**src/rtl/mem_request_arbiter.sv**
```systemverilog
// Round-robin arbiter that funnels NUM_CONSUMERS LSU read/write requests onto one
// data-memory channel, one transaction at a time, and relays completion back.
module mem_request_arbiter #(
  parameter int NUM_CONSUMERS = 4,
  parameter int ADDR_BITS     = 8,
  parameter int DATA_BITS     = 8
) (
  input  logic                                 clk,
  input  logic                                 reset,
  input  logic [NUM_CONSUMERS-1:0]             consumer_read_valid,
  input  logic [NUM_CONSUMERS*ADDR_BITS-1:0]   consumer_read_address,
  output logic [NUM_CONSUMERS-1:0]             consumer_read_ready,
  output logic [NUM_CONSUMERS*DATA_BITS-1:0]   consumer_read_data,
  input  logic [NUM_CONSUMERS-1:0]             consumer_write_valid,
  input  logic [NUM_CONSUMERS*ADDR_BITS-1:0]   consumer_write_address,
  input  logic [NUM_CONSUMERS*DATA_BITS-1:0]   consumer_write_data,
  output logic [NUM_CONSUMERS-1:0]             consumer_write_ready,
  output logic                                 mem_read_valid,
  output logic [ADDR_BITS-1:0]                 mem_read_address,
  input  logic                                 mem_read_ready,
  input  logic [DATA_BITS-1:0]                 mem_read_data,
  output logic                                 mem_write_valid,
  output logic [ADDR_BITS-1:0]                 mem_write_address,
  output logic [DATA_BITS-1:0]                 mem_write_data,
  input  logic                                 mem_write_ready
);

  localparam int PTR_W = (NUM_CONSUMERS > 1) ? $clog2(NUM_CONSUMERS) : 1;
  localparam int SUM_W = PTR_W + 1;

  typedef logic [PTR_W-1:0] ptr_t;
  typedef logic [SUM_W-1:0] sum_t;

  localparam sum_t NC       = sum_t'(NUM_CONSUMERS);
  localparam ptr_t LAST_IDX = ptr_t'(NUM_CONSUMERS - 1);

  typedef enum logic [2:0] {
    IDLE,
    READ_WAITING,
    WRITE_WAITING,
    READ_RELAY,
    WRITE_RELAY
  } state_t;

  state_t state_q, state_d;
  ptr_t   rr_ptr_q, rr_ptr_d;
  ptr_t   grant_q, grant_d;

  logic                               mem_read_valid_d;
  logic [ADDR_BITS-1:0]               mem_read_address_d;
  logic                               mem_write_valid_d;
  logic [ADDR_BITS-1:0]               mem_write_address_d;
  logic [DATA_BITS-1:0]               mem_write_data_d;
  logic [NUM_CONSUMERS-1:0]           consumer_read_ready_d;
  logic [NUM_CONSUMERS-1:0]           consumer_write_ready_d;
  logic [NUM_CONSUMERS*DATA_BITS-1:0] consumer_read_data_d;

  logic found;
  ptr_t pick;
  sum_t sum;
  ptr_t cand;

  // First requester at or after rr_ptr, wrapping; ties within a consumer go to read.
  always_comb begin
    found = 1'b0;
    pick  = '0;
    sum   = '0;
    cand  = '0;
    for (int k = 0; k < NUM_CONSUMERS; k++) begin
      sum = sum_t'(rr_ptr_q) + sum_t'(k);
      if (sum >= NC) sum = sum - NC;
      cand = ptr_t'(sum);
      if (!found && (consumer_read_valid[cand] || consumer_write_valid[cand])) begin
        found = 1'b1;
        pick  = cand;
      end
    end
  end

  // NOTE: every signal written here gets its hold value first, so no path leaves one
  // unassigned and no latch is inferred.
  always_comb begin
    state_d                = state_q;
    rr_ptr_d               = rr_ptr_q;
    grant_d                = grant_q;
    mem_read_valid_d       = mem_read_valid;
    mem_read_address_d     = mem_read_address;
    mem_write_valid_d      = mem_write_valid;
    mem_write_address_d    = mem_write_address;
    mem_write_data_d       = mem_write_data;
    consumer_read_ready_d  = consumer_read_ready;
    consumer_write_ready_d = consumer_write_ready;
    consumer_read_data_d   = consumer_read_data;

    unique case (state_q)
      IDLE: begin
        if (found) begin
          grant_d = pick;
          if (consumer_read_valid[pick]) begin
            mem_read_valid_d   = 1'b1;
            mem_read_address_d = consumer_read_address[int'(pick)*ADDR_BITS +: ADDR_BITS];
            state_d            = READ_WAITING;
          end else begin
            mem_write_valid_d   = 1'b1;
            mem_write_address_d = consumer_write_address[int'(pick)*ADDR_BITS +: ADDR_BITS];
            mem_write_data_d    = consumer_write_data[int'(pick)*DATA_BITS +: DATA_BITS];
            state_d             = WRITE_WAITING;
          end
        end
      end
      READ_WAITING: begin
        if (mem_read_ready) begin
          mem_read_valid_d = 1'b0;
          consumer_read_data_d[int'(grant_q)*DATA_BITS +: DATA_BITS] = mem_read_data;
          consumer_read_ready_d          = '0;
          consumer_read_ready_d[grant_q] = 1'b1;
          state_d                        = READ_RELAY;
        end
      end
      WRITE_WAITING: begin
        if (mem_write_ready) begin
          mem_write_valid_d               = 1'b0;
          consumer_write_ready_d          = '0;
          consumer_write_ready_d[grant_q] = 1'b1;
          state_d                         = WRITE_RELAY;
        end
      end
      READ_RELAY: begin
        if (!consumer_read_valid[grant_q]) begin
          consumer_read_ready_d = '0;
          rr_ptr_d = (grant_q == LAST_IDX) ? '0 : grant_q + ptr_t'(1);
          state_d  = IDLE;
        end
      end
      WRITE_RELAY: begin
        if (!consumer_write_valid[grant_q]) begin
          consumer_write_ready_d = '0;
          rr_ptr_d = (grant_q == LAST_IDX) ? '0 : grant_q + ptr_t'(1);
          state_d  = IDLE;
        end
      end
      default: state_d = IDLE;
    endcase
  end

  // NOTE: sequential state uses non-blocking assignments so every register samples
  // pre-edge values regardless of statement order.
  always_ff @(posedge clk) begin
    if (reset) begin
      state_q              <= IDLE;
      rr_ptr_q             <= '0;
      grant_q              <= '0;
      mem_read_valid       <= 1'b0;
      mem_read_address     <= '0;
      mem_write_valid      <= 1'b0;
      mem_write_address    <= '0;
      mem_write_data       <= '0;
      consumer_read_ready  <= '0;
      consumer_write_ready <= '0;
      consumer_read_data   <= '0;
    end else begin
      state_q              <= state_d;
      rr_ptr_q             <= rr_ptr_d;
      grant_q              <= grant_d;
      mem_read_valid       <= mem_read_valid_d;
      mem_read_address     <= mem_read_address_d;
      mem_write_valid      <= mem_write_valid_d;
      mem_write_address    <= mem_write_address_d;
      mem_write_data       <= mem_write_data_d;
      consumer_read_ready  <= consumer_read_ready_d;
      consumer_write_ready <= consumer_write_ready_d;
      consumer_read_data   <= consumer_read_data_d;
    end
  end

endmodule
```
**config.mk**
```make
export PLATFORM = sky130hd
export DESIGN_NAME = mem_request_arbiter
export DESIGN_NICKNAME = d
export VERILOG_FILES = /design/src/rtl/mem_request_arbiter.sv
export SDC_FILE = /design/constraint.sdc
export NUM_CORES = 1
export LEC_CHECK = 0
export ABC_AREA = 1
export BUFFER_PORTS_ARGS = -buffer_cell sky130_fd_sc_hd__clkbuf_2
export CORE_MARGIN = 2
export CORE_UTILIZATION = 44
export DETAILED_ROUTE_END_ITERATION = 8
export PLACE_DENSITY = 0.77
export SLEW_MARGIN = 20
export SYNTH_ARGS = -nofsm -noshare
export SYNTH_HDL_FRONTEND = slang
export SYNTH_SLANG_ARGS = --single-unit
```
**constraint.sdc**
```tcl
create_clock -name clk -period 2.2 [get_ports clk]
set_input_delay 0.33 -clock clk [delete_from_list [all_inputs] [get_ports clk]]
set_output_delay 0.33 -clock clk [all_outputs]
set_load 0.01 [all_outputs]
```
# Yosys cells after proc, flatten, opt, wreduce, memory -nomap -nowiden
# Cells that the tools add are included.
[word_totals]
regBits = 73
inputBits = 116
out_inout_bits = 66
[op_classes]
n_addsub = 9
order_cmp = 11
n_eq_ne = 12
n_shift = 5
mux = 62
bitwise_logic = 1
n_reduce_logical = 27
[op_table]
columns = ["cell", "count"]
rows = [
  ["$shiftx 32x6->8", 3],
  ["$neg 5->33", 1],
  ["$shift 8x33->32 const A", 1],
  ["$shiftx 8x33->32", 1],
  ["$bwmux 32", 1],
  ["$mux 2", 12],
  ["$bmux 1 s2", 11],
  ["$mux 1", 22],
  ["$lt 2x3->1 const B", 6],
  ["$mux 4", 4],
  ["$pmux 4 s2", 2],
  ["$mux 3", 5],
  ["$pmux 3 s5", 1],
  ["$reduce_and 3->1", 5],
  ["$ne 2x2->1 const B", 7],
  ["$reduce_bool 2->1", 5],
  ["$ge 3x3->1 const B", 3],
  ["$reduce_and 4->1", 2],
  ["$sub 2x1->2 const B", 4],
  ["$add 2x2->3 const B", 2],
  ["$eq 3x2->1 const B", 2],
  ["$reduce_and 5->1", 1],
  ["$logic_and 1x1->1", 4],
  ["$logic_or 1x1->1", 4],
  ["other kinds (14)", 18],
]

# Depth between registers and ports, before layout
# Gate-level depths: netlist of run 1.
[depth]
depth_word = 20
mapped_depth = 19

# Worst setup path after synthesis of run 1
# No wires, ideal clock.
[synth_path]
kind = "reg2reg"
from = "register grant_q[0]"
to = "register consumer_read_data[18]"
setup_time_ns = 0.070
arrival_ns = 2.020
t_required_ns = 2.130
path_slack_ns = 0.110
path_stages_with_launch = 7
n_path_buf = 0
path_cell_list = "dfxtp_1 > clkinv_1 > ha_1 > inv_1 > nor3_1 > nand4_1 > a21oi_1"
[synth_via]
elab_chain_len = 3
word_cells_on_any_way = 4
[synth_lines]
columns = ["item", "line", "text"]
rows = [
  ["start: declaration", "47", "ptr_t grant_q, grant_d;"],
  ["start signal: assignment", "164", "grant_q <= grant_d;"],
  ["$neg 5->33 *", "114", "consumer_read_data_d[int'(grant_q)*DATA_BITS +: DATA_BITS] = mem_read_data;"],
  ["$shiftx 8x33->32 / $shift 8x33->32 (equally long branches)", "114", ""],
  ["$bwmux 32 *", "114", ""],
  ["end signal: assignment", "172", "consumer_read_data <= consumer_read_data_d;"],
  ["end: declaration", "13", "output logic [NUM_CONSUMERS*DATA_BITS-1:0] consumer_read_data,"],
]
# Every way passes the cells marked *; elsewhere a longest branch is shown, timed or not.
# A chain may end at the register's enable or synchronous reset.

# Worst setup path after layout of run 1
[layout_path]
from = "register rr_ptr_q[0]"
to = "register mem_write_address[2]"
[layout_via]
elab_chain_len = 19
word_cells_on_any_way = 54
[layout_lines]
columns = ["item", "line", "text"]
rows = [
  ["start: declaration", "46", "ptr_t rr_ptr_q, rr_ptr_d;"],
  ["start signal: assignment", "163", "rr_ptr_q <= rr_ptr_d;"],
  ["branches (longest 19 deep; another with $add 2x1->3)", "-", ""],
  ["end signal: assignment", "168", "mem_write_address <= mem_write_address_d;"],
  ["end: declaration", "23", "output logic [ADDR_BITS-1:0] mem_write_address,"],
]
# Several ways; the timed one is not identified. The select of a mux whose other input is x is not followed.

==> impl_results.html, run 1 <==
<table>
<tr><th>Metric</th><th>Value</th></tr>
<tr><th colspan="2">Synth</th></tr>
<tr><td>Yosys Warn Count</td><td>0</td></tr>
<tr><td>Post-synthesis average cell area</td><td>6.54 um2</td></tr>
<tr><td>Most used DFF post-synth</td><td>sky130_fd_sc_hd__dfxtp_1</td></tr>
<tr><td>Proportion of register bits with asynchronous set or reset after synthesis</td><td>0%</td></tr>
<tr><td>Distinct cell type count after synthesis</td><td>33</td></tr>
<tr><td>Gate count of the mapped netlist</td><td>662</td></tr>
<tr><td>Number of enable flip-flop cells after synthesis</td><td>0</td></tr>
<tr><td>Share of synthesized area occupied by flip-flops and latches</td><td>33.8%</td></tr>
<tr><td>Net count of the mapped netlist</td><td>786</td></tr>
<tr><td>Synthesized flop and latch total</td><td>73</td></tr>
<tr><td>Synth Cell Area</td><td>4330 um2</td></tr>
<tr><th colspan="2">Global routing</th></tr>
<tr><td>Global-route wire length before repair</td><td>20.5 mm</td></tr>
<tr><td>Largest net degree at the start of global routing</td><td>44</td></tr>
<tr><td>Overall global routing resource usage</td><td>24.0%</td></tr>
<tr><td>Total gr overflow</td><td>0</td></tr>
<tr><td>Via count of the first global-routing pass</td><td>4519</td></tr>
<tr><td>Initial antenna violation count</td><td>0</td></tr>
<tr><th colspan="2">Setup path</th></tr>
<tr><td>Capturing element type of the critical path</td><td>flip-flop</td></tr>
<tr><td>Startpoint-to-endpoint class of the critical path</td><td>flip-flop to flip-flop</td></tr>
<tr><td>Crit start category</td><td>flip-flop</td></tr>
<tr><td>Ordered list of cells on the worst path</td><td>buf_12 -&gt; inv_8 -&gt; nand2_1 -&gt; nand3_1 -&gt; nand2_2 -&gt; nor2_8 -&gt; nand3_1 -&gt; a21oi_4 -&gt; buf_12 -&gt; o21ai_0 -&gt; o22ai_1 -&gt; nor2_1 -&gt; nor2_1</td></tr>
<tr><td>CP required</td><td>2.49 ns</td></tr>
<tr><td>Family of cells with the greatest summed delay on the critical path</td><td>simple AND/OR/NAND/NOR gates</td></tr>
<tr><td>Max FO, Critical Path</td><td>24</td></tr>
<tr><td>Total buffers and inverters traversed by the critical path</td><td>3</td></tr>
<tr><td>Crit-path slowest cell</td><td>sky130_fd_sc_hd__dfxtp_4</td></tr>
<tr><td>Delay of the slowest cell on the worst path</td><td>0.36 ns</td></tr>
<tr><td>Critical path arrival</td><td>2.42 ns</td></tr>
<tr><th colspan="2">STA</th></tr>
<tr><td>Transition time at the pin with the least slew margin</td><td>0.538 ns</td></tr>
<tr><td>Final setup violating endpoints</td><td>0</td></tr>
<tr><td>Layout Skew</td><td>0.0150 ns</td></tr>
<tr><td>Final worst-path cycle share</td><td>97.0%</td></tr>
<tr><td>Count of final max-slew check failures</td><td>0</td></tr>
<tr><td>Number of hold violations in the final report</td><td>0</td></tr>
<tr><td>Minimum period implied by the final worst setup slack</td><td>2.13 ns</td></tr>
<tr><td>Tightest slew margin relative to the limit</td><td>63.9%</td></tr>
<tr><td>Max Freq</td><td>469 MHz</td></tr>
<tr><td>Unrepaired setup endpoints after global routing</td><td>true</td></tr>
<tr><th colspan="2">Floorplanning</th></tr>
<tr><td>Starting Density</td><td>44.9%</td></tr>
<tr><td>Die width</td><td>103 um</td></tr>
<tr><td>Vertical die dimension</td><td>103 um</td></tr>
<tr><td>Core Region</td><td>9640 um2</td></tr>
<tr><td>I/O pin cnt</td><td>182</td></tr>
<tr><td>Cell row count</td><td>36</td></tr>
<tr><td>Die area</td><td>10600 um2</td></tr>
<tr><th colspan="2">Clock tree</th></tr>
<tr><td>Max clock buf depth</td><td>2</td></tr>
<tr><td>Root Driver</td><td>sky130_fd_sc_hd__clkbuf_8</td></tr>
<tr><td>Clock edge transition at the registers on the reported setup and hold paths</td><td>0.09 ns</td></tr>
<tr><td>Clock buffers created by TritonCTS</td><td>9</td></tr>
<tr><td>Count of H-tree levels built during CTS</td><td>3</td></tr>
<tr><td>Clock latency of the later-clocked register in the worst-skew pair</td><td>0.36 ns</td></tr>
<tr><td>CTS tree</td><td>yes</td></tr>
<tr><td>CTS hold repair buffers</td><td>0</td></tr>
<tr><td>Clock Sink Count</td><td>73</td></tr>
<tr><th colspan="2">Cells and area</th></tr>
<tr><td>Most common library cell in the layout ignoring fill and taps</td><td>sky130_fd_sc_hd__clkbuf_2</td></tr>
<tr><td>Count of nets after finishing</td><td>975</td></tr>
<tr><td>Ant diodes</td><td>0</td></tr>
<tr><td>Final instance count without filler cells</td><td>989</td></tr>
<tr><td>Share of post-route cells with drive strength above 1</td><td>32.4%</td></tr>
<tr><td>Most frequent cells in the layout</td><td>sky130_fd_sc_hd__clkbuf_2 (181), sky130_fd_sc_hd__nand2_1 (137), sky130_fd_sc_hd__nor2_1 (100)</td></tr>
<tr><td>Area of all placed cells without fillers</td><td>5880 um2</td></tr>
<tr><td>Layout overhead on the synthesized area</td><td>35.9%</td></tr>
<tr><td>Core utilization of the finished layout</td><td>61.0%</td></tr>
<tr><th colspan="2">Place</th></tr>
<tr><td>Half-perimeter wire length after detailed placement</td><td>9.62 mm</td></tr>
<tr><td>Placed cells</td><td>969</td></tr>
<tr><td>PortBufs</td><td>181</td></tr>
<tr><td>Placer congestion estimate</td><td>0.977</td></tr>
<tr><td>Dpl cell area</td><td>5490 um2</td></tr>
<tr><th colspan="2">Pwr</th></tr>
<tr><td>Power per cell area</td><td>1330 nW/um2</td></tr>
<tr><td>Worst voltage drop across the vdd grid</td><td>0.708 mV</td></tr>
<tr><td>Reported leakage power</td><td>2.84 nW</td></tr>
<tr><td>Total chip power</td><td>7.85 mW</td></tr>
<tr><th colspan="2">Routing</th></tr>
<tr><td>DR DRC count</td><td>0</td></tr>
<tr><td>Initial DRT Pass Iterations</td><td>5</td></tr>
<tr><td>Total Wirelength</td><td>12.8 mm</td></tr>
<tr><td>Post-detailed-route count of antenna-violating nets</td><td>0</td></tr>
<tr><td>Vias per inst</td><td>5.09</td></tr>
<tr><td>Initial drt markers</td><td>193</td></tr>
<tr><td>Wire length per cell</td><td>13.0 um</td></tr>
<tr><td>Total number of vias</td><td>5033</td></tr>
<tr><th colspan="2">Job</th></tr>
<tr><td>Max_cap viols</td><td>0</td></tr>
<tr><th colspan="2">Status</th></tr>
<tr><td>Run status</td><td>complete, no violations</td></tr>
<tr><th colspan="2">Hold path</th></tr>
<tr><td>Hold/Removal Path Class</td><td>input port to flip-flop</td></tr>
</table>
## sequential cells by signal (all words and copies together), names as in the netlist
signal,cells
mem_read_address,8
consumer_read_ready,4
state_q,3
consumer_read_data,32
consumer_write_ready,4
mem_write_address,8
grant_q,2
mem_write_data,8
mem_read_valid,1
rr_ptr_q,2
mem_write_valid,1
## area by class of cell
class	instances	area, um2
repair buffers	214	1280
fillers	972	3760
well taps	133	166
flip-flops and latches	73	1470
multi-input cells	489	2510
inverters	64	253
clock inverters	6	72.6
clock buffers	10	138
## path summary, 6_finish.rpt
path	cells after the start	end	slack, ns	start
setup / recovery	13	mem_write_address[2]	0.07	rr_ptr_q[0]
hold / removal	3	consumer_read_data[21]	0.25	mem_read_data[5]
setup reg to reg	13	mem_write_address[2]	0.07	rr_ptr_q[0]
hold reg to reg	2	consumer_read_data[5]	0.47	consumer_read_data[5]
## metrics by stage
step | hold WS [ns] | setup WS [ns] | setup TNS [ns]
floorplan | 0.469 | 0.110 | 0
global placement | 0.451 | 0.0370 | 0
detailed placement | 0.455 | -0.0127 | -0.0195
CTS | 0.235 | 0.0115 | 0
global route | 0.252 | -0.0922 | -1.43
finish | 0.249 | 0.0668 | 0
## what timing repair did
item / in CTS / in global routing
setup endpoints to repair: 11 / 45
cloned: 0 / 1
resized for setup: 1 / 38
setup buffers: 1 / 2
pin swaps: 1 / 5
## routing by layer
metal	wire length (um)	part of all wire (%)	track usage (%)
met1	5530	43	31.2
met2	6110	48	39.0
met3	903	7.0	5.31
met4	298	2.3	9.41
met5	0	0	0
## report_power, final
group          leakage (nW)  internal [mW]  switching, mW
Clock                 0.104          0.569          0.544
Sequential            0.597           1.58          0.153
Combinational          2.14           2.03           2.97
Total                  2.84           4.18           3.67
## synth_stat cells, types with 9 or more instances
cell	number	share of area [%]
sky130_fd_sc_hd__nand4_1	10	1.4
sky130_fd_sc_hd__o22ai_1	24	3.5
sky130_fd_sc_hd__a21oi_1	55	6.4
sky130_fd_sc_hd__dfxtp_1	73	34
sky130_fd_sc_hd__o21ai_1	27	3.1
sky130_fd_sc_hd__clkbuf_1	16	1.4
sky130_fd_sc_hd__nand3_1	25	2.9
sky130_fd_sc_hd__buf_2	9	1.0
sky130_fd_sc_hd__inv_1	58	5.0
sky130_fd_sc_hd__nor2_1	106	9.2
sky130_fd_sc_hd__nand2_1	148	13
sky130_fd_sc_hd__o21ai_0	38	4.4
sky130_fd_sc_hd__or4_1	16	2.8
## cell families after synthesis
| logic type | after synthesis | synth area share [%] |
|---|---|---|
| AOI/OAI and AO/OA | 148 | 18.3 |
| adders and majority gates | 8 | 2.31 |
| and+or+nand+nor | 333 | 35.0 |
| buffers and inverters | 100 | 10.6 |
| DFF | 73 | 33.8 |
## worst reg2reg max path, delay by kind of cell, from the launching register on
kind,cells,cell delay (ns)
compound gates,3,0.58
flops,1,0.36
buf+inv,3,0.40
simple gates,7,0.73
No activity file was read; power rests on OpenSTA's default activity.
==> run 2, diff against run 1 <==
Settings changed: CELL_PAD_IN_SITES_DETAIL_PLACEMENT set to 1, CELL_PAD_IN_SITES_GLOBAL_PLACEMENT set to 2, CORE_UTILIZATION 44 to 22, PLACE_DENSITY 0.77 to unset, PLACE_DENSITY_LB_ADDON set to 0.1.
==> impl_results.html, run 2 (synthesis results as in run 1) <==
<table>
<tr><th>Metric</th><th>Value</th></tr>
<tr><th colspan="2">Global routing</th></tr>
<tr><td>Largest net degree at the start of global routing</td><td>49</td></tr>
<tr><td>Initial antenna violation count</td><td>1</td></tr>
<tr><td>Via count of the first global-routing pass</td><td>5390</td></tr>
<tr><td>Total gr overflow</td><td>0</td></tr>
<tr><td>Overall global routing resource usage</td><td>16.8%</td></tr>
<tr><td>Global-route wire length before repair</td><td>27.2 mm</td></tr>
<tr><th colspan="2">Clock tree</th></tr>
<tr><td>Count of H-tree levels built during CTS</td><td>3</td></tr>
<tr><td>CTS tree</td><td>yes</td></tr>
<tr><td>CTS hold repair buffers</td><td>0</td></tr>
<tr><td>Clock latency of the later-clocked register in the worst-skew pair</td><td>0.34 ns</td></tr>
<tr><td>Root Driver</td><td>sky130_fd_sc_hd__clkbuf_16</td></tr>
<tr><td>Clock Sink Count</td><td>73</td></tr>
<tr><td>Clock edge transition at the registers on the reported setup and hold paths</td><td>0.06 ns</td></tr>
<tr><td>Clock buffers created by TritonCTS</td><td>9</td></tr>
<tr><td>Max clock buf depth</td><td>2</td></tr>
<tr><th colspan="2">Routing</th></tr>
<tr><td>DR DRC count</td><td>0</td></tr>
<tr><td>Vias per inst</td><td>4.57</td></tr>
<tr><td>Wire length per cell</td><td>15.9 um</td></tr>
<tr><td>Post-detailed-route count of antenna-violating nets</td><td>0</td></tr>
<tr><td>Initial DRT Pass Iterations</td><td>5</td></tr>
<tr><td>Total number of vias</td><td>5195</td></tr>
<tr><td>Total Wirelength</td><td>18.1 mm</td></tr>
<tr><td>Initial drt markers</td><td>133</td></tr>
<tr><th colspan="2">Setup path</th></tr>
<tr><td>Max FO, Critical Path</td><td>8</td></tr>
<tr><td>Total buffers and inverters traversed by the critical path</td><td>3</td></tr>
<tr><td>Crit start category</td><td>flip-flop</td></tr>
<tr><td>Ordered list of cells on the worst path</td><td>buf_8 -&gt; buf_4 -&gt; o21ai_4 -&gt; nand3_2 -&gt; nand2_4 -&gt; a21oi_1 -&gt; nand2_1 -&gt; nand4_1 -&gt; nand3_4 -&gt; nand3_4 -&gt; clkbuf_16 -&gt; nor2_2 -&gt; nor2_1</td></tr>
<tr><td>Critical path arrival</td><td>2.50 ns</td></tr>
<tr><td>Delay of the slowest cell on the worst path</td><td>0.38 ns</td></tr>
<tr><td>Capturing element type of the critical path</td><td>flip-flop</td></tr>
<tr><td>CP required</td><td>2.44 ns</td></tr>
<tr><td>Family of cells with the greatest summed delay on the critical path</td><td>simple AND/OR/NAND/NOR gates</td></tr>
<tr><td>Startpoint-to-endpoint class of the critical path</td><td>flip-flop to flip-flop</td></tr>
<tr><td>Cell type with the highest occurrence count on the critical path</td><td>sky130_fd_sc_hd__nand3_4</td></tr>
<tr><td>Crit-path slowest cell</td><td>sky130_fd_sc_hd__dfxtp_4</td></tr>
<tr><td>Number of stages on the worst setup path</td><td>13</td></tr>
<tr><td>Worst Reg2Reg Path Length in Cells</td><td>13</td></tr>
<tr><th colspan="2">Cells and area</th></tr>
<tr><td>Layout overhead on the synthesized area</td><td>48.6%</td></tr>
<tr><td>Most common library cell in the layout ignoring fill and taps</td><td>sky130_fd_sc_hd__clkbuf_2</td></tr>
<tr><td>Count of nets after finishing</td><td>992</td></tr>
<tr><td>Register containing the most flip-flops in the final layout</td><td>consumer_read_data</td></tr>
<tr><td>Flip-flop count of the largest register after layout</td><td>32</td></tr>
<tr><td>Final instance count without filler cells</td><td>1137</td></tr>
<tr><td>Area of all placed cells without fillers</td><td>6430 um2</td></tr>
<tr><td>Share of post-route cells with drive strength above 1</td><td>35.7%</td></tr>
<tr><td>Most frequent cells in the layout</td><td>sky130_fd_sc_hd__clkbuf_2 (181), sky130_fd_sc_hd__nand2_1 (129), sky130_fd_sc_hd__nor2_1 (95)</td></tr>
<tr><td>Ant diodes</td><td>0</td></tr>
<tr><th colspan="2">Place</th></tr>
<tr><td>Half-perimeter wire length after detailed placement</td><td>13.3 mm</td></tr>
<tr><td>Placed cells</td><td>1102</td></tr>
<tr><td>PortBufs</td><td>181</td></tr>
<tr><td>Dpl cell area</td><td>5650 um2</td></tr>
<tr><td>Placer congestion estimate</td><td>0.804</td></tr>
<tr><td>Post-Place Setup Slack</td><td>-0.103 ns</td></tr>
<tr><th colspan="2">STA</th></tr>
<tr><td>Layout Skew</td><td>0.00430 ns</td></tr>
<tr><td>Worst-case hold slack</td><td>0.265 ns</td></tr>
<tr><td>Setup TNS</td><td>-0.794 ns</td></tr>
<tr><td>Tightest slew margin relative to the limit</td><td>61.8%</td></tr>
<tr><td>Transition time at the pin with the least slew margin</td><td>0.569 ns</td></tr>
<tr><td>Unrepaired setup endpoints after global routing</td><td>true</td></tr>
<tr><td>Count of final max-slew check failures</td><td>0</td></tr>
<tr><td>Max Freq</td><td>443 MHz</td></tr>
<tr><td>Final worst-path cycle share</td><td>103%</td></tr>
<tr><td>Minimum period implied by the final worst setup slack</td><td>2.26 ns</td></tr>
<tr><td>Number of hold violations in the final report</td><td>0</td></tr>
<tr><td>Final setup violating endpoints</td><td>24</td></tr>
<tr><td>Post-route worst setup slack</td><td>-0.0591 ns</td></tr>
<tr><th colspan="2">Hold path</th></tr>
<tr><td>Hold/Removal Path Class</td><td>input port to flip-flop</td></tr>
<tr><td>Instance count along the most critical hold path</td><td>3</td></tr>
<tr><th colspan="2">Pwr</th></tr>
<tr><td>Power per cell area</td><td>1440 nW/um2</td></tr>
<tr><td>Reported leakage power</td><td>3.02 nW</td></tr>
<tr><td>Worst voltage drop across the vdd grid</td><td>0.667 mV</td></tr>
<tr><th colspan="2">Floorplanning</th></tr>
<tr><td>Die width</td><td>144 um</td></tr>
<tr><td>Core Region</td><td>19400 um2</td></tr>
<tr><td>Starting Density</td><td>22.3%</td></tr>
<tr><td>Cell row count</td><td>51</td></tr>
<tr><td>I/O pin cnt</td><td>182</td></tr>
<tr><td>Vertical die dimension</td><td>144 um</td></tr>
<tr><td>Die area</td><td>20800 um2</td></tr>
<tr><th colspan="2">Job</th></tr>
<tr><td>Max_cap viols</td><td>0</td></tr>
<tr><th colspan="2">Status</th></tr>
<tr><td>Run status</td><td>finished, violations left</td></tr>
<tr><td>Violated checks</td><td>negative setup slack</td></tr>
</table>
## run 2: changes by cell type in the layout (fill, tap and decap cells not counted), sizes merged
cell      delta
inv          -2
clkinv       +1
bufinv       -1
buf         +16
clkinvlp     +2
## run 2: final timing paths
| check | slack, ns | startpoint | end |
|---|---|---|---|
| worst min register to register | 0.46 | consumer_read_data[10] | consumer_read_data[10] |
| worst max register to register | -0.06 | rr_ptr_q[0] | mem_read_address[0] |
| worst min-delay path | 0.27 | mem_read_data[3] | consumer_read_data[19] |
| worst max-delay path | -0.06 | rr_ptr_q[0] | mem_read_address[0] |
## run 2: timing repair
| action | 4_1_cts | 5_1_grt |
|---|---|---|
| buffers inserted | 3 | 14 |
| pin swaps | 3 | 25 |
| setup endpoints to repair | 23 | 32 |
| resized for setup | 12 | 75 |
| cloned | 2 | 3 |
## run 2: where the power goes
part	total, mW	switching (mW)	internal, mW	leakage, nW
clock	1.39	0.632	0.762	0.124
sequential	1.73	0.150	1.58	0.597
combinational	6.15	3.60	2.55	2.30
total	9.27	4.38	4.89	3.02
## run 2: final cells by class
cell class / instances / area [um2]
clock buffers: 9 / 225
clock inverters: 6 / 45.0
fillers: 2500 / 13000
inverters: 64 / 253
multi-input cells: 489 / 2660
flip-flops and latches: 73 / 1470
well taps: 265 / 332
repair buffers: 231 / 1460
## run 2: worst min-delay path: stages
cell and delay, ns:
sky130_fd_sc_hd__clkbuf_2 0.09, sky130_fd_sc_hd__nand4_1 0.08, sky130_fd_sc_hd__a21oi_1 0.06
## run 2: stage by stage
| step | power [mW] | utilization [%] |
|---|---|---|
| final | 9.27 | 33.2 |
| after global routing | 10.1 | 33.2 |
| after CTS | 8.59 | 31.2 |
| after floorplan | 5.04 | - |
| after detailed placement | 6.75 | 29.1 |
| after global placement | 6.63 | 29.1 |
## run 2: routing by layer
| layer | vias up | global-route usage [%] | wire [um] |
|---|---|---|---|
| li1 | 2598 | - | - |
| met1 | 2462 | 19.7 | 7860 |
| met2 | 114 | 30.4 | 9080 |
| met3 | 19 | 4.04 | 881 |
| met4 | 2 | 4.39 | 270 |
| met5 | - | 0 | 11 |
==> run 3, diff against run 2 <==
--- a/config.mk
+++ b/config.mk
@@ -14,3 +14,3 @@
 export DETAILED_ROUTE_END_ITERATION = 8
-export PLACE_DENSITY_LB_ADDON = 0.1
+export PLACE_DENSITY_LB_ADDON = 0.05
 export SLEW_MARGIN = 20
==> constraint.sdc (replaced) <==
create_clock -name clk -period 2.2 [get_ports clk]
set_input_delay 0.11 -clock clk [delete_from_list [all_inputs] [get_ports clk]]
set_output_delay 0.11 -clock clk [all_outputs]
set_load 0.01 [all_outputs]
==> impl_results.html, run 3 (synthesis results as in run 1) <==
<table>
<tr><th>Metric</th><th>Value</th></tr>
<tr><th colspan="2">Hold path</th></tr>
<tr><td>Min-Delay Endpoint</td><td>consumer_read_data[21]</td></tr>
<tr><td>Instance count along the most critical hold path</td><td>3</td></tr>
<tr><td>Hold path start</td><td>mem_read_data[5]</td></tr>
<tr><td>Hold/Removal Path Class</td><td>input port to flip-flop</td></tr>
<tr><th colspan="2">Routing</th></tr>
<tr><td>DR DRC count</td><td>0</td></tr>
<tr><td>Post-detailed-route count of antenna-violating nets</td><td>0</td></tr>
<tr><td>Initial DRT Pass Iterations</td><td>4</td></tr>
<tr><td>Total Wirelength</td><td>18.3 mm</td></tr>
<tr><td>Wire length per cell</td><td>16.2 um</td></tr>
<tr><td>Vias per inst</td><td>4.53</td></tr>
<tr><td>Total number of vias</td><td>5123</td></tr>
<tr><td>Initial drt markers</td><td>176</td></tr>
<tr><th colspan="2">Clock tree</th></tr>
<tr><td>CTS tree</td><td>yes</td></tr>
<tr><td>Max clock buf depth</td><td>2</td></tr>
<tr><td>Count of H-tree levels built during CTS</td><td>3</td></tr>
<tr><td>Clock edge transition at the registers on the reported setup and hold paths</td><td>0.07 ns</td></tr>
<tr><td>Clock latency of the later-clocked register in the worst-skew pair</td><td>0.34 ns</td></tr>
<tr><td>Clock buffers created by TritonCTS</td><td>9</td></tr>
<tr><td>Clock Sink Count</td><td>73</td></tr>
<tr><td>Root Driver</td><td>sky130_fd_sc_hd__clkbuf_16</td></tr>
<tr><th colspan="2">STA</th></tr>
<tr><td>Number of hold violations in the final report</td><td>0</td></tr>
<tr><td>Tightest slew margin relative to the limit</td><td>68.5%</td></tr>
<tr><td>Transition time at the pin with the least slew margin</td><td>0.473 ns</td></tr>
<tr><td>Max Freq</td><td>443 MHz</td></tr>
<tr><td>Count of final max-slew check failures</td><td>0</td></tr>
<tr><td>Unrepaired setup endpoints after global routing</td><td>true</td></tr>
<tr><td>Final setup violating endpoints</td><td>1</td></tr>
<tr><td>Layout Skew</td><td>0.00850 ns</td></tr>
<tr><td>Final worst-path cycle share</td><td>103%</td></tr>
<tr><td>Minimum period implied by the final worst setup slack</td><td>2.26 ns</td></tr>
<tr><td>Post-route worst setup slack</td><td>-0.0567 ns</td></tr>
<tr><td>Worst-case hold slack</td><td>0.0481 ns</td></tr>
<tr><th colspan="2">Setup path</th></tr>
<tr><td>Crit start category</td><td>flip-flop</td></tr>
<tr><td>Total buffers and inverters traversed by the critical path</td><td>4</td></tr>
<tr><td>Worst Reg2Reg Path Length in Cells</td><td>15</td></tr>
<tr><td>Delay of the slowest cell on the worst path</td><td>0.38 ns</td></tr>
<tr><td>Ordered list of cells on the worst path</td><td>buf_8 -&gt; nand2_1 -&gt; nand2_2 -&gt; nand3_2 -&gt; nand2_4 -&gt; inv_2 -&gt; nand3_2 -&gt; nand3_4 -&gt; a21oi_4 -&gt; buf_12 -&gt; bufbuf_16 -&gt; o21ai_0 -&gt; o22ai_1 -&gt; nor2_1 -&gt; nor2_1</td></tr>
<tr><td>Critical path arrival</td><td>2.54 ns</td></tr>
<tr><td>Max FO, Critical Path</td><td>9</td></tr>
<tr><td>CP required</td><td>2.48 ns</td></tr>
<tr><td>Capturing element type of the critical path</td><td>flip-flop</td></tr>
<tr><td>Capturing point of the worst reg2reg path</td><td>mem_read_address[2]</td></tr>
<tr><td>Startpoint-to-endpoint class of the critical path</td><td>flip-flop to flip-flop</td></tr>
<tr><td>Family of cells with the greatest summed delay on the critical path</td><td>simple AND/OR/NAND/NOR gates</td></tr>
<tr><td>Crit-path slowest cell</td><td>sky130_fd_sc_hd__dfxtp_4</td></tr>
<tr><td>R2R Path Start</td><td>rr_ptr_q[0]</td></tr>
<tr><td>Setup slack of the worst register-to-register path</td><td>-0.06 ns</td></tr>
<tr><th colspan="2">Global routing</th></tr>
<tr><td>Global-route wire length before repair</td><td>26.9 mm</td></tr>
<tr><td>Initial antenna violation count</td><td>1</td></tr>
<tr><td>Global-route track usage on met2</td><td>29.6%</td></tr>
<tr><td>Overall global routing resource usage</td><td>16.7%</td></tr>
<tr><td>Busiest grt layer</td><td>met2</td></tr>
<tr><td>Total gr overflow</td><td>0</td></tr>
<tr><td>Largest net degree at the start of global routing</td><td>49</td></tr>
<tr><td>Global routing met3 resource utilization</td><td>4.54%</td></tr>
<tr><td>Met1 Usage GRT</td><td>20.0%</td></tr>
<tr><td>Via count of the first global-routing pass</td><td>5285</td></tr>
<tr><th colspan="2">Cells and area</th></tr>
<tr><td>Most common library cell in the layout ignoring fill and taps</td><td>sky130_fd_sc_hd__clkbuf_2</td></tr>
<tr><td>Core utilization of the finished layout</td><td>32.8%</td></tr>
<tr><td>Most frequent cells in the layout</td><td>sky130_fd_sc_hd__clkbuf_2 (181), sky130_fd_sc_hd__nand2_1 (131), sky130_fd_sc_hd__nor2_1 (104)</td></tr>
<tr><td>Count of nets after finishing</td><td>983</td></tr>
<tr><td>Final instance count without filler cells</td><td>1130</td></tr>
<tr><td>Flip-flop count of the largest register after layout</td><td>32</td></tr>
<tr><td>Share of post-route cells with drive strength above 1</td><td>34.5%</td></tr>
<tr><td>Layout overhead on the synthesized area</td><td>47.0%</td></tr>
<tr><td>Register containing the most flip-flops in the final layout</td><td>consumer_read_data</td></tr>
<tr><th colspan="2">Floorplanning</th></tr>
<tr><td>Starting Density</td><td>22.3%</td></tr>
<tr><td>Vertical die dimension</td><td>144 um</td></tr>
<tr><td>Core Region</td><td>19400 um2</td></tr>
<tr><td>Die width</td><td>144 um</td></tr>
<tr><td>Cell row count</td><td>51</td></tr>
<tr><td>I/O pin cnt</td><td>182</td></tr>
<tr><td>Die area</td><td>20800 um2</td></tr>
<tr><th colspan="2">Pwr</th></tr>
<tr><td>Power per cell area</td><td>1450 nW/um2</td></tr>
<tr><td>Total chip power</td><td>9.22 mW</td></tr>
<tr><td>Worst voltage drop across the vdd grid</td><td>0.567 mV</td></tr>
<tr><td>Reported leakage power</td><td>2.99 nW</td></tr>
<tr><th colspan="2">Place</th></tr>
<tr><td>Placer congestion estimate</td><td>0.799</td></tr>
<tr><td>Post-Place Setup Slack</td><td>-0.108 ns</td></tr>
<tr><td>Placed cells</td><td>1099</td></tr>
<tr><td>Half-perimeter wire length after detailed placement</td><td>13.2 mm</td></tr>
<tr><td>PortBufs</td><td>181</td></tr>
<tr><th colspan="2">Status</th></tr>
<tr><td>Run status</td><td>finished, violations left</td></tr>
<tr><td>Violated checks</td><td>negative setup slack</td></tr>
<tr><th colspan="2">Job</th></tr>
<tr><td>Max_cap viols</td><td>0</td></tr>
</table>
run 3: cell count changes in the layout (fill, tap and decap cells not counted), moves of 6 or more:
| cell | delta |
|---|---|
| sky130_fd_sc_hd__nor2_1 | +9 |
| sky130_fd_sc_hd__nand2_4 | -7 |
| sky130_fd_sc_hd__buf_4 | -6 |
| sky130_fd_sc_hd__nand3_2 | +6 |
| sky130_fd_sc_hd__o21ai_1 | -6 |
run 3: layout make-up:
cell class,instances,area (um2)
inverter,64,250
antenna,1,2.50
multi-input combinational,489,2570
tap,265,332
clock buffer,10,239
clock inverter,6,75.1
fill,2491,13000
sequential,73,1470
timing repair buffer,222,1420
run 3: how the worst max path moves through the flow:
stage                           start                     end  cells after the start
after floorplan            grant_q[0]  consumer_read_data[18]                      6
after global placement    rr_ptr_q[1]     mem_read_address[0]                     15
after detailed placement  rr_ptr_q[1]       mem_write_data[7]                     15
after CTS                 rr_ptr_q[0]       mem_write_data[1]                     15
after global routing      rr_ptr_q[0]    mem_write_address[4]                     15
final                     rr_ptr_q[0]     mem_read_address[2]                     15
run 3: routing by layer:
metal	wire length (um)	part of all wire (%)	vias to the layer above
li1	-	-	2580
met1	7970	44	2417
met2	9070	50	108
met3	990	5.4	18
met4	257	1.4	0
met5	0	0	-
run 3: per-stage QoR:
| step | TNS [ns] | cell area, um2 |
|---|---|---|
| 3_3_place_gp | -0.0329 | 5630 |
| 2_1_floorplan | 0 | 4330 |
| 6_report | -0.0567 | 6360 |
| 4_1_cts | 0 | 6040 |
| 5_1_grt | -2.51 | 6360 |
| 3_5_place_dp | -1.80 | 5630 |
run 3: power by group:
group | internal, mW | switching [mW] | total [mW]
Clock | 0.926 | 0.646 | 1.57
Sequential | 1.58 | 0.158 | 1.74
Combinational | 2.49 | 3.41 | 5.91
run 3: worst register-to-register path, cell delays in order, from the launching register on:
cell and delay (ns):
sky130_fd_sc_hd__dfxtp_4 0.38, sky130_fd_sc_hd__buf_8 0.14, sky130_fd_sc_hd__nand2_1 0.07, sky130_fd_sc_hd__nand2_2 0.09
sky130_fd_sc_hd__nand3_2 0.10, sky130_fd_sc_hd__nand2_4 0.16, sky130_fd_sc_hd__inv_2 0.07, sky130_fd_sc_hd__nand3_2 0.09
sky130_fd_sc_hd__nand3_4 0.09, sky130_fd_sc_hd__a21oi_4 0.17, sky130_fd_sc_hd__buf_12 0.14, sky130_fd_sc_hd__bufbuf_16 0.27
sky130_fd_sc_hd__o21ai_0 0.11, sky130_fd_sc_hd__o22ai_1 0.18, sky130_fd_sc_hd__nor2_1 0.06, sky130_fd_sc_hd__nor2_1 0.09
run 3: repair_timing:
action | in CTS | in global routing
gates cloned | 1 | 5
endpoints found under the setup margin | 26 | 46
buffers inserted | 2 | 6
resized for setup | 11 | 42
pin swaps | 6 | 3
hold buffers | 0 | 0
